### src/rtl/mult_gen_0_pkg.sv
// -----------------------------------------------------------------------------
// mult_gen_0_pkg
//
// Purpose:
//   Shared constants for the signed fixed-point multiplier mult_gen_0.
//   Holds the default operand width and fractional-bit count, plus the
//   fixed-point representation of 1.0 at those defaults.
//
// Contents:
//   DEF_WIDTH : default operand / product width in bits
//   DEF_FRAC  : default number of fractional bits (Q5.10 at defaults)
//   ONE       : fixed-point 1.0 at the default format (1 << DEF_FRAC)
// -----------------------------------------------------------------------------
package mult_gen_0_pkg;

   localparam int DEF_WIDTH = 16;
   localparam int DEF_FRAC  = 10;

   // 1.0 in the default fixed-point format (16'h0400 at Q5.10).
   localparam int ONE = 1 << DEF_FRAC;

endpackage : mult_gen_0_pkg

### src/rtl/mult_gen_0_fx_pipe_reg.sv
// -----------------------------------------------------------------------------
// fx_pipe_reg
//
// Purpose:
//   One parameterized pipeline register stage with asynchronous active-low
//   reset. Used by mult_gen_0 to build both the product register and the
//   result register chain.
//
// Parameters:
//   W        : data width in bits
//
// Ports:
//   i_clk    : rising-edge clock
//   i_rst_n  : asynchronous active-low reset; clears the stage to zero
//   i_d      : stage input
//   o_q      : registered stage output
// -----------------------------------------------------------------------------
module fx_pipe_reg #(
   parameter int W = 16
) (
   input  logic         i_clk,
   input  logic         i_rst_n,
   input  logic [W-1:0] i_d,
   output logic [W-1:0] o_q
);

   always_ff @(posedge i_clk or negedge i_rst_n) begin
      if (!i_rst_n) begin
         o_q <= '0;
      end else begin
         o_q <= i_d;
      end
   end

endmodule : fx_pipe_reg

### src/rtl/mult_gen_0.sv
// -----------------------------------------------------------------------------
// mult_gen_0
//
// Purpose:
//   Pipelined signed fixed-point multiplier. Forms the full-precision product
//   A*B, arithmetically shifts it right by FRAC bits (floor, no rounding), then
//   either wraps to WIDTH bits or clamps to the signed WIDTH-bit range.
//   The result leaves the block through LATENCY register stages; every
//   operand pair is accepted on every clock edge.
//
// Parameters:
//   WIDTH    : operand and product width in bits
//   FRAC     : fractional bits of the fixed-point format
//   LATENCY  : register stages from A/B to P, legal range 1..4
//   SATURATE : 0 = wrap on overflow, 1 = clamp on overflow
//
// Ports:
//   CLK      : rising-edge clock (no assumption about clock phase)
//   RST_N    : asynchronous active-low reset; clears every pipeline register
//   A        : signed fixed-point multiplicand
//   B        : signed fixed-point multiplier
//   P        : signed fixed-point product, straight from the last register
// -----------------------------------------------------------------------------
module mult_gen_0
   import mult_gen_0_pkg::*;
#(
   parameter int WIDTH    = DEF_WIDTH,
   parameter int FRAC     = DEF_FRAC,
   parameter int LATENCY  = 1,
   parameter int SATURATE = 0
) (
   input  logic                    CLK,
   input  logic                    RST_N,
   input  logic signed [WIDTH-1:0] A,
   input  logic signed [WIDTH-1:0] B,
   output logic signed [WIDTH-1:0] P
);

   localparam int PW = 2 * WIDTH;

   // Signed WIDTH-bit limits expressed at full product width so they can be
   // compared directly against the shifted product.
   localparam logic signed [PW-1:0] MAX_P = {{(WIDTH + 1){1'b0}}, {(WIDTH - 1){1'b1}}};
   localparam logic signed [PW-1:0] MIN_P = {{(WIDTH + 1){1'b1}}, {(WIDTH - 1){1'b0}}};

   // Shift the full product down by FRAC (arithmetic shift = floor), then
   // either keep the low WIDTH bits or clamp into the signed range.
   function automatic logic signed [WIDTH-1:0] fx_scale(
      input logic signed [PW-1:0] prod
   );
      logic signed [PW-1:0] sh;
      sh = prod >>> FRAC;
      if (SATURATE != 0) begin
         if (sh > MAX_P) begin
            return MAX_P[WIDTH-1:0];
         end else if (sh < MIN_P) begin
            return MIN_P[WIDTH-1:0];
         end
      end
      return sh[WIDTH-1:0];
   endfunction

   // Operands are sign-extended explicitly so the multiply is exact at PW bits.
   logic signed [PW-1:0] w_prod_p0;

   assign w_prod_p0 = $signed({{WIDTH{A[WIDTH-1]}}, A}) *
                      $signed({{WIDTH{B[WIDTH-1]}}, B});

   generate
      if (LATENCY <= 1) begin : g_lat1
         logic signed [WIDTH-1:0] w_res_p0;

         assign w_res_p0 = fx_scale(w_prod_p0);

         // ---- stage 0 -> P: multiply and scale in one cycle
         fx_pipe_reg #(
            .W (WIDTH)
         ) u_res_reg (
            .i_clk   (CLK),
            .i_rst_n (RST_N),
            .i_d     (w_res_p0),
            .o_q     (P)
         );
      end else begin : g_latn
         logic signed [PW-1:0]    r_prod_p1;
         logic signed [WIDTH-1:0] w_chain [LATENCY];

         // ---- stage 0 -> 1: register the full-precision product
         fx_pipe_reg #(
            .W (PW)
         ) u_prod_reg (
            .i_clk   (CLK),
            .i_rst_n (RST_N),
            .i_d     (w_prod_p0),
            .o_q     (r_prod_p1)
         );

         assign w_chain[0] = fx_scale(r_prod_p1);

         // ---- stages 1 .. LATENCY: scaled result register chain
         for (genvar gi = 0; gi < LATENCY - 1; gi++) begin : g_chain
            fx_pipe_reg #(
               .W (WIDTH)
            ) u_res_reg (
               .i_clk   (CLK),
               .i_rst_n (RST_N),
               .i_d     (w_chain[gi]),
               .o_q     (w_chain[gi+1])
            );
         end

         assign P = w_chain[LATENCY-1];
      end
   endgenerate

endmodule : mult_gen_0

### config.mk
export PLATFORM = sky130hd
export DESIGN_NAME = mult_gen_0
export DESIGN_NICKNAME = d
export VERILOG_FILES = /design/src/rtl/mult_gen_0_pkg.sv /design/src/rtl/mult_gen_0_fx_pipe_reg.sv /design/src/rtl/mult_gen_0.sv
export SDC_FILE = /design/constraint.sdc
export NUM_CORES = 1
export LEC_CHECK = 0
export BUFFER_PORTS_ARGS = -buffer_cell sky130_fd_sc_hd__buf_2
export CORE_MARGIN = 3
export CORE_UTILIZATION = 44
export DETAILED_ROUTE_END_ITERATION = 8
export MAX_ROUTING_LAYER = met4
export PLACE_DENSITY = 0.7
export SYNTH_ARGS = -nofsm -noshare
export SYNTH_HDL_FRONTEND = slang
export SYNTH_SLANG_ARGS = --single-unit
### constraint.sdc
create_clock -name CLK -period 1.05 [get_ports CLK]
set_input_delay 0.21 -clock CLK [delete_from_list [all_inputs] [get_ports CLK]]
set_output_delay 0.21 -clock CLK [all_outputs]
set_load 0.02 [all_outputs]
==> results of run 1 <==
==> routing by layer <==
layer / GRT usage (%) / vias to the layer above
met5: - / -
met4: 7.384 / 0
met3: 2.149 / 58
met2: 40.20 / 177
met1: 25.47 / 3187
li1: - / 2868
==> worst min-delay path by stage <==
stage / startpoint / to
finish: RST_N / g_lat1.u_res_reg.o_q[7]
global route: RST_N / g_lat1.u_res_reg.o_q[7]
CTS: RST_N / g_lat1.u_res_reg.o_q[5]
detailed placement: RST_N / g_lat1.u_res_reg.o_q[5]
global placement: RST_N / g_lat1.u_res_reg.o_q[5]
floorplan: RST_N / g_lat1.u_res_reg.o_q[0]
==> worst max-delay path, delay by kind of cell <==
kind                     cells  cell delay [ns]
XOR/XNOR                     1             0.11
buffers and inverters        5             0.35
AND/OR/NAND/NOR              3             0.55
AO/OA/AOI/OAI                5             0.92
adder cells (fa/ha/maj)      7             3.16
==> cell families (layout without fill, tap and decap cells) <==
kind of cell | after synthesis | after routing | synth area share, %
adders and majority gates | 280 | 280 | 60.38
buffers and inverters | 281 | 430 | 12.57
xor gates and xnor gates | 34 | 34 | 3.550
DFF | 16 | 16 | 4.773
AOI/OAI and AO/OA | 29 | 29 | 2.909
and+or+nand+nor | 265 | 265 | 15.81
==> cell usage in the layout (no fill, tap or decap), types with 3 or more instances in the layout <==
master,count
sky130_fd_sc_hd__nand2b_1,4
sky130_fd_sc_hd__inv_1,233
sky130_fd_sc_hd__dfrtp_1,16
sky130_fd_sc_hd__nor2_2,3
sky130_fd_sc_hd__buf_4,115
sky130_fd_sc_hd__buf_8,3
sky130_fd_sc_hd__clkbuf_16,5
sky130_fd_sc_hd__xnor2_1,25
sky130_fd_sc_hd__buf_6,16
sky130_fd_sc_hd__fa_2,9
sky130_fd_sc_hd__buf_2,26
sky130_fd_sc_hd__a21oi_1,3
sky130_fd_sc_hd__nor3_1,3
sky130_fd_sc_hd__nor2_4,4
sky130_fd_sc_hd__fa_1,199
sky130_fd_sc_hd__and2_1,92
sky130_fd_sc_hd__o21a_1,3
sky130_fd_sc_hd__xor2_1,6
sky130_fd_sc_hd__nor2_1,8
sky130_fd_sc_hd__nor2b_1,3
sky130_fd_sc_hd__ha_1,61
sky130_fd_sc_hd__a21oi_2,4
sky130_fd_sc_hd__a21o_1,4
sky130_fd_sc_hd__ha_4,9
sky130_fd_sc_hd__nand2_1,112
sky130_fd_sc_hd__buf_12,10
sky130_fd_sc_hd__inv_2,16
sky130_fd_sc_hd__and2_4,25
==> area by class of cell <==
| class | instances | area (um2) |
|---|---|---|
| timing repair buffer | 176 | 1521 |
| tap | 229 | 286.5 |
| sequential | 16 | 400.4 |
| inverter | 250 | 939.7 |
| multi-input combinational | 608 | 7282 |
| clock buffer | 4 | 88.84 |
| fill | 1559 | 7812 |
==> stage by stage <==
stage          utilization [%]  setup slack [ns]  TNS (ns)
6_report                 57.38            -4.060    -59.85
5_1_grt                  57.38            -4.232    -62.19
4_1_cts                  55.80            -4.109    -60.42
3_5_place_dp             53.57            -4.504    -66.37
3_3_place_gp             53.57            -4.447    -65.70
2_1_floorplan                -            -4.168    -59.14
==> what timing repair did <==
item | in CTS | in global routing
hold buffers | 1 | 0
endpoints found under the setup margin | 16 | 16
pin swaps | 36 | 35
cloned | 1 | 2
gates resized for setup | 62 | 67
endpoints found under the hold margin | 16 | 0
buffers inserted | 10 | 7
==> results.md, run 1 <==
Layout:
- The register with the most flip-flops in the layout has 16 of them.
- The diode insertion count for antenna repair is 0.
- Counting flops per register, the top entry is g_lat1.u_res_reg.o_q.
- The post-layout instance count excluding filler cells is 1,283.
- The synthesis-to-layout area growth is 25.40%.
- The final design instance area without fill is 10,520 um2.
- In the final layout, the registers with the most flip-flops are g_lat1.u_res_reg.o_q (16).
- The number of nets in the finished design is 1,369.
- In the final layout, the share of cells above drive strength 1 is 25.62%.

STA:
- Setup repair after global routing could not meet its margin everywhere.
- The smallest setup slack after layout is -4.060 ns.
- The count of final hold-check violations came to 0.
- Timing would allow up to 0.1957 GHz.
- The routed design could run at a clock period as short as 5.110 ns.
- Of the available clock period, the critical path in the final layout requires 486.6%.
- Setup violations remaining at the end of the flow were counted as 16.
- On the final layout, the worst hold slack is 0.4124 ns.
- Headroom to the max-slew limit came out at 70.28%.
- The count of final max-slew check failures is 0.
- The slew at the pin closest to its max-slew limit is 0.4345 ns.

Detailed routing:
- The count of nets left with antenna violations once routing finished came out at 0.
- The routed via count divided by cell count is 4.903.
- For this block, the routed nets add up to 20,530 um of wire.
- In the final routed layout, each cell accounts on average for 16.00 um.
- The number of optimization iterations in the first detailed-route pass is 4.
- The final routed DRC violation total is 0.
- The detailed-route wire length on metal 1 is 7703 um.
- The wire length on met2 is 11,040 um.
- The first routing iteration left 329 violations.
- Routed signal wires occupy layers up through met4.
- The total length of routed met3 wires is 975 um.
- Across all layers, the routed design uses 6,290 vias.

Logic synthesis:
- By count the netlist is led by sky130_fd_sc_hd__inv_1 (249), sky130_fd_sc_hd__fa_1 (208), sky130_fd_sc_hd__and2_1 (117), sky130_fd_sc_hd__nand2_1 (116), sky130_fd_sc_hd__ha_1 (72).
- The number of nets in the synthesized netlist is 1,219.
- In the post-synthesis netlist, the biggest area contributors are sky130_fd_sc_hd__fa_1 (50%), sky130_fd_sc_hd__inv_1 (11%), sky130_fd_sc_hd__ha_1 (11%).
- The count of unique library cells instantiated by Yosys is 35.
- Counting every instance in the synthesized netlist gives 905.
- Of the post-synthesis cell area, the dominant cell type holds 49.64%.
- The synthesized netlist occupies a cell area of 8388 um2.
- The biggest area contributor in the post-synthesis netlist is sky130_fd_sc_hd__fa_1.
- The async set-or-reset flop fraction in the synthesized netlist is 100.0%.
- The most used flip-flop cell after synthesis is sky130_fd_sc_hd__dfrtp_1.
- During synthesis, Yosys emitted a total of 0 warnings.
- Yosys mapped a number of flops with a built-in enable equal to 0.
- sky130_fd_sc_hd__inv_1 is the most common cell in the netlist.
- The flip-flop and latch count after synthesis is 16.
- Averaged over all synthesized cells, the footprint is 9.269 um2.
- After synthesis, flip-flops and latches occupy 4.773% of the total area.

Setup path:
- Data on the critical path arrives at its endpoint at 5.29 ns.
- The highest-delay cell along the critical path is sky130_fd_sc_hd__fa_1.
- The category of the most critical setup path is primary input to flop.
- Among the stages of the critical path, the cell type that occurs most often is sky130_fd_sc_hd__fa_1.
- The maximum net fanout on the critical path is 9.
- The signal on the critical path passes through buf_4 > and2_4 > fa_1 > inv_1 > fa_1 > fa_1 > inv_1 > fa_1 > fa_1 > inv_1 > fa_1 > inv_2 > ha_4 > a21o_1 > a21oi_4 > o31ai_4 > a31o_4 > and4_1 > o31ai_2 > and2b_1 > xnor2_1.
- In this run the worst setup path terminates at g_lat1.u_res_reg.o_q[13].
- The data required time at the worst endpoint is 1.23 ns.
- STA classifies the critical path endpoint as a flop.
- The most critical setup path has its startpoint at A[9].
- The peak per-stage delay on the critical path is 0.53 ns.
- The worst setup path is launched from a primary input.

Global route:
- The leftover overflow at the end of global routing is 0.
- The global-route wire length before repair is 34,870 um.
- Entering global routing, the biggest net connects 17 pins.
- The initial antenna violation count is 0.
- The via count of the first global-routing pass came to 7,260.
- The global-route total usage across every layer is 22.07%.

Placement:
- The cell area reported after detailed placement is 9819 um2.
- The HPWL reported at the end of detailed placement is 17,360 um.
- Once placement completed, the tool counted placed cells totaling 1,262.
- Input and output buffers added on the ports amount to 49.
- Routability-driven placement finished with a final weighted congestion of 0.9319.

Clock network:
- The cell chosen for the clock root is sky130_fd_sc_hd__clkbuf_16.
- After clock tree synthesis, the clock-pin slew on the worst setup and hold paths is 0.06 ns.
- The clock passes through at most 2 buffers.
- Clock tree synthesis inserted a total of 3 buffers.
- In this run the number of H-tree levels came out at 1.
- The CTS sink count is 16.
- The TritonCTS clock tree is built.

Run:
- The number of maximum-capacitance constraint violations is 0.

Floorplan:
- The die is 144.1 um wide.
- For this design the top-level I/O count stands at 50.
- The y dimension of the die is 144.1 um.
- Once the floorplan was initialized, standard cells occupied 45.76% of the core.
- The total area inside the core boundary comes to 18,330 um2.
- The floorplan die area is 20,760 um2.
- The site row count is 49.

Min path:
- The worst min-delay path category is primary input to async pin.

Status:
- The checks that failed: setup timing.
- The flow ran to the end, but the final reports show violations.
Power of run 1 is left out: the tool's default activity adds up to more than one toggle a clock period on the data nets, which glitch-free logic cannot reach.
==> run 2, diff against run 1 <==
- BUFFER_PORTS_ARGS: -buffer_cell sky130_fd_sc_hd__buf_2 -> default
- DONT_BUFFER_PORTS: default -> 1
- PLACE_DENSITY: 0.7 -> 0.68
- TNS_END_PERCENT: default -> 10
- clock period: 1.05 -> 6.1 ns (I/O delays scaled with it)
==> run 2 against run 1 <==
Against the previous run: the run now ends clean; global-route usage is 1.9 points lower; critical path depth is 1 lower; core utilization is 8.7 points lower; setup slack better by 4.1 ns; cell count is 12% lower; first-iteration DRC count is 45% lower; highest routed layer unchanged.
==> results.md, run 2 (same netlist as run 1, synthesis figures left out) <==
Floorplan:
- Pin placement for this block handled 50 I/O pins.
- The site row count is 49.
- The floorplan die area is 20,760 um2.
- Measured along the y axis, the die boundary spans 144.1 um.
- The initial utilization of the core area, before any placement, comes to 45.76%.
- The core region is 18,330 um2.
- The die is 144.1 um wide.

STA:
- Setup repair after global routing could not meet its margin everywhere.
- The worst hold-check slack is 0.6540 ns.
- The slew at the pin closest to its max-slew limit is 0.5238 ns.
- The worst path needs 6.054 ns of the cycle, external delays included.
- The worst pin sits at a relative slew slack of 64.18%.
- In the finished design, the share of the clock period the worst path needs comes to 99.25%.
- The total negative setup slack is 0 ns.
- The count of final max-slew check failures is 0.
- The count of final hold-check violations was 0.
- The maximum clock frequency is 0.1652 GHz.
- Setup violations remaining at the end of the flow were counted as 0.

Setup path:
- The most common cell type on the critical path is sky130_fd_sc_hd__fa_1.
- The highest-delay cell along the critical path is sky130_fd_sc_hd__fa_1.
- The number of buffers and inverters on the critical path is 4.
- The category of the worst setup path capture point is a flop.
- In this run the worst path has a maximum fanout of 16.
- The critical path ends at g_lat1.u_res_reg.o_q[13].
- Walking the worst path, the cells encountered are and2_1 > fa_1 > inv_1 > fa_1 > inv_1 > fa_1 > fa_2 > fa_1 > inv_1 > fa_1 > inv_1 > ha_4 > a21o_1 > a21oi_2 > o31ai_4 > a31o_4 > and4_1 > o31ai_2 > and2b_1 > xnor2_1.
- Data on the critical path is required at its endpoint by 6.28 ns.
- The most critical setup path has its startpoint at A[8].
- STA classifies the critical path startpoint as a primary input.
- The category of the most critical setup path is primary input to flop.
- Among cell families on the critical path, the largest total delay comes from adder cells.
- On the worst path, the slowest cell contributes a delay of 0.55 ns.
- The total stage count of the critical path is 20.
- For the worst setup path, the data arrival time is 6.24 ns.

Placement:
- Input and output buffers added on the ports amount to 0.
- At the end of routability-driven placement, the weighted congestion stood at 0.8448.
- The HPWL reported at the end of detailed placement is 15,350 um.

Global route:
- The largest net degree at the start of global routing is 17.
- The via count of the first global-routing pass is 6,311.
- Global routing finished with a remaining overflow of 0.
- The first global-routing pass estimated 31,730 um of wire.
- Global routing consumed, over all layers together, 20.17% of the routing resources.
- The initial antenna violation count is 0.

Clock network:
- Clock-pin slew was measured on the worst setup and hold paths at 0.05 ns.
- In this run the clock root is driven by a sky130_fd_sc_hd__clkbuf_16.
- The number of setup buffers added after CTS is 0.
- TritonCTS built the clock tree.
- The number of levels the H-tree was split into is 1.
- For this design, the sink count on the clock tree is 16.
- Buffers inserted during clock tree synthesis total 3.
- Counting along the longest clock path gives a buffer depth of 2.

Layout:
- The register with the most flip-flops in the layout has 16 of them.
- The number of inserted filler cells in the final layout is 1,728.
- The core utilization of the finished layout is 48.66%.
- The layout cell share with drive strength beyond 1 is 5.759%.
- The number of antenna diodes in the final layout is 0.
- The number of nets in the finished design is 1,218.
- The largest registers in the layout are g_lat1.u_res_reg.o_q (16).
- In the final layout, the multi-input gates occupy 7018 um2.
- The library cell used most frequently in the layout, excluding fill and tap cells, is sky130_fd_sc_hd__inv_1.
- In the layout the commonest cells are sky130_fd_sc_hd__inv_1 (247), sky130_fd_sc_hd__fa_1 (206), sky130_fd_sc_hd__nand2_1 (116).
- Summing all flip-flop and latch instances after layout gives 400.4 um2.
- The largest register by flop count is g_lat1.u_res_reg.o_q.
- The area growth from synthesis to layout is 6.339%.

Detailed routing:
- Before antenna repair, the detailed router went through 5 iterations.
- The routed via count divided by cell count is 4.919.
- Across all layers, the routed design uses 5,568 vias.
- The number of design-rule violations left by the first detailed-router iteration is 181.
- The average wire length per cell after detail routing is 16.55 um.
- The wire length on met2 is 9482 um.
- Once detail routing completed, the nets flagged for antenna violations numbered 0.
- The final routed DRC violation total is 0.
- The detailed router put a total of 8153 um of wire on met1.
- After detailed routing, the met3 layer carries 782 um of wire.
- The routed wire length is 18,730 um.
- The highest routed metal layer is met4.

Run:
- The number of maximum-capacitance constraint violations is 0.

Min path:
- The min-delay analysis places its worst path in the category primary input to async pin.

Status:
- The run finished with clean final reports.
run 2: cell types whose count changed in the layout (fill, tap and decap cells not counted), sizes merged:
cell	change
buf	-146
clkbuf	-4
dlygate4sd3	-1
run 2: per-stage QoR:
| stage | instances | instance area, um2 | setup WS [ns] |
|---|---|---|---|
| 2_1_floorplan | 905 | 8508 | -0.1301 |
| 3_3_place_gp | 1128 | 8807 | -0.1822 |
| 3_5_place_dp | 1128 | 8807 | -0.2721 |
| 4_1_cts | 1132 | 8896 | 0.01338 |
| 5_1_grt | 1132 | 8920 | -0.1367 |
| 6_report | 1132 | 8920 | 0.04560 |
run 2: area by class of cell:
| class | instances | share of cell area (%) |
|---|---|---|
| Inverter | 250 | 10.52 |
| Tap cell | 229 | 3.212 |
| Sequential cell | 16 | 4.489 |
| Multi-Input combinational cell | 608 | 78.68 |
| Timing Repair Buffer | 25 | 2.104 |
| Clock buffer | 4 | 0.9959 |
run 2: repair_timing:
| item | CTS | global route |
|---|---|---|
| endpoints found under the setup margin | 0 | 4 |
| hold buffers | 0 | 0 |
| resized for setup | 0 | 3 |
run 2: routing by layer:
layer | vias up | GRT usage (%)
li1 | 2563 | -
met4 | 0 | 4.509
met3 | 24 | 2.480
met2 | 122 | 34.57
met5 | - | -
met1 | 2859 | 25.83
run 2: worst min path at each step:
stage | from | endpoint | slack (ns) | cells past startpoint
after CTS | RST_N | g_lat1.u_res_reg.o_q[5] | 0.64 | 0
after global placement | RST_N | g_lat1.u_res_reg.o_q[5] | 0.93 | 0
after detailed placement | RST_N | g_lat1.u_res_reg.o_q[5] | 0.93 | 0
after floorplan | RST_N | g_lat1.u_res_reg.o_q[0] | 0.92 | 0
final | RST_N | g_lat1.u_res_reg.o_q[5] | 0.65 | 0
after global routing | RST_N | g_lat1.u_res_reg.o_q[5] | 0.64 | 0
Power of run 2 is left out for the same reason.
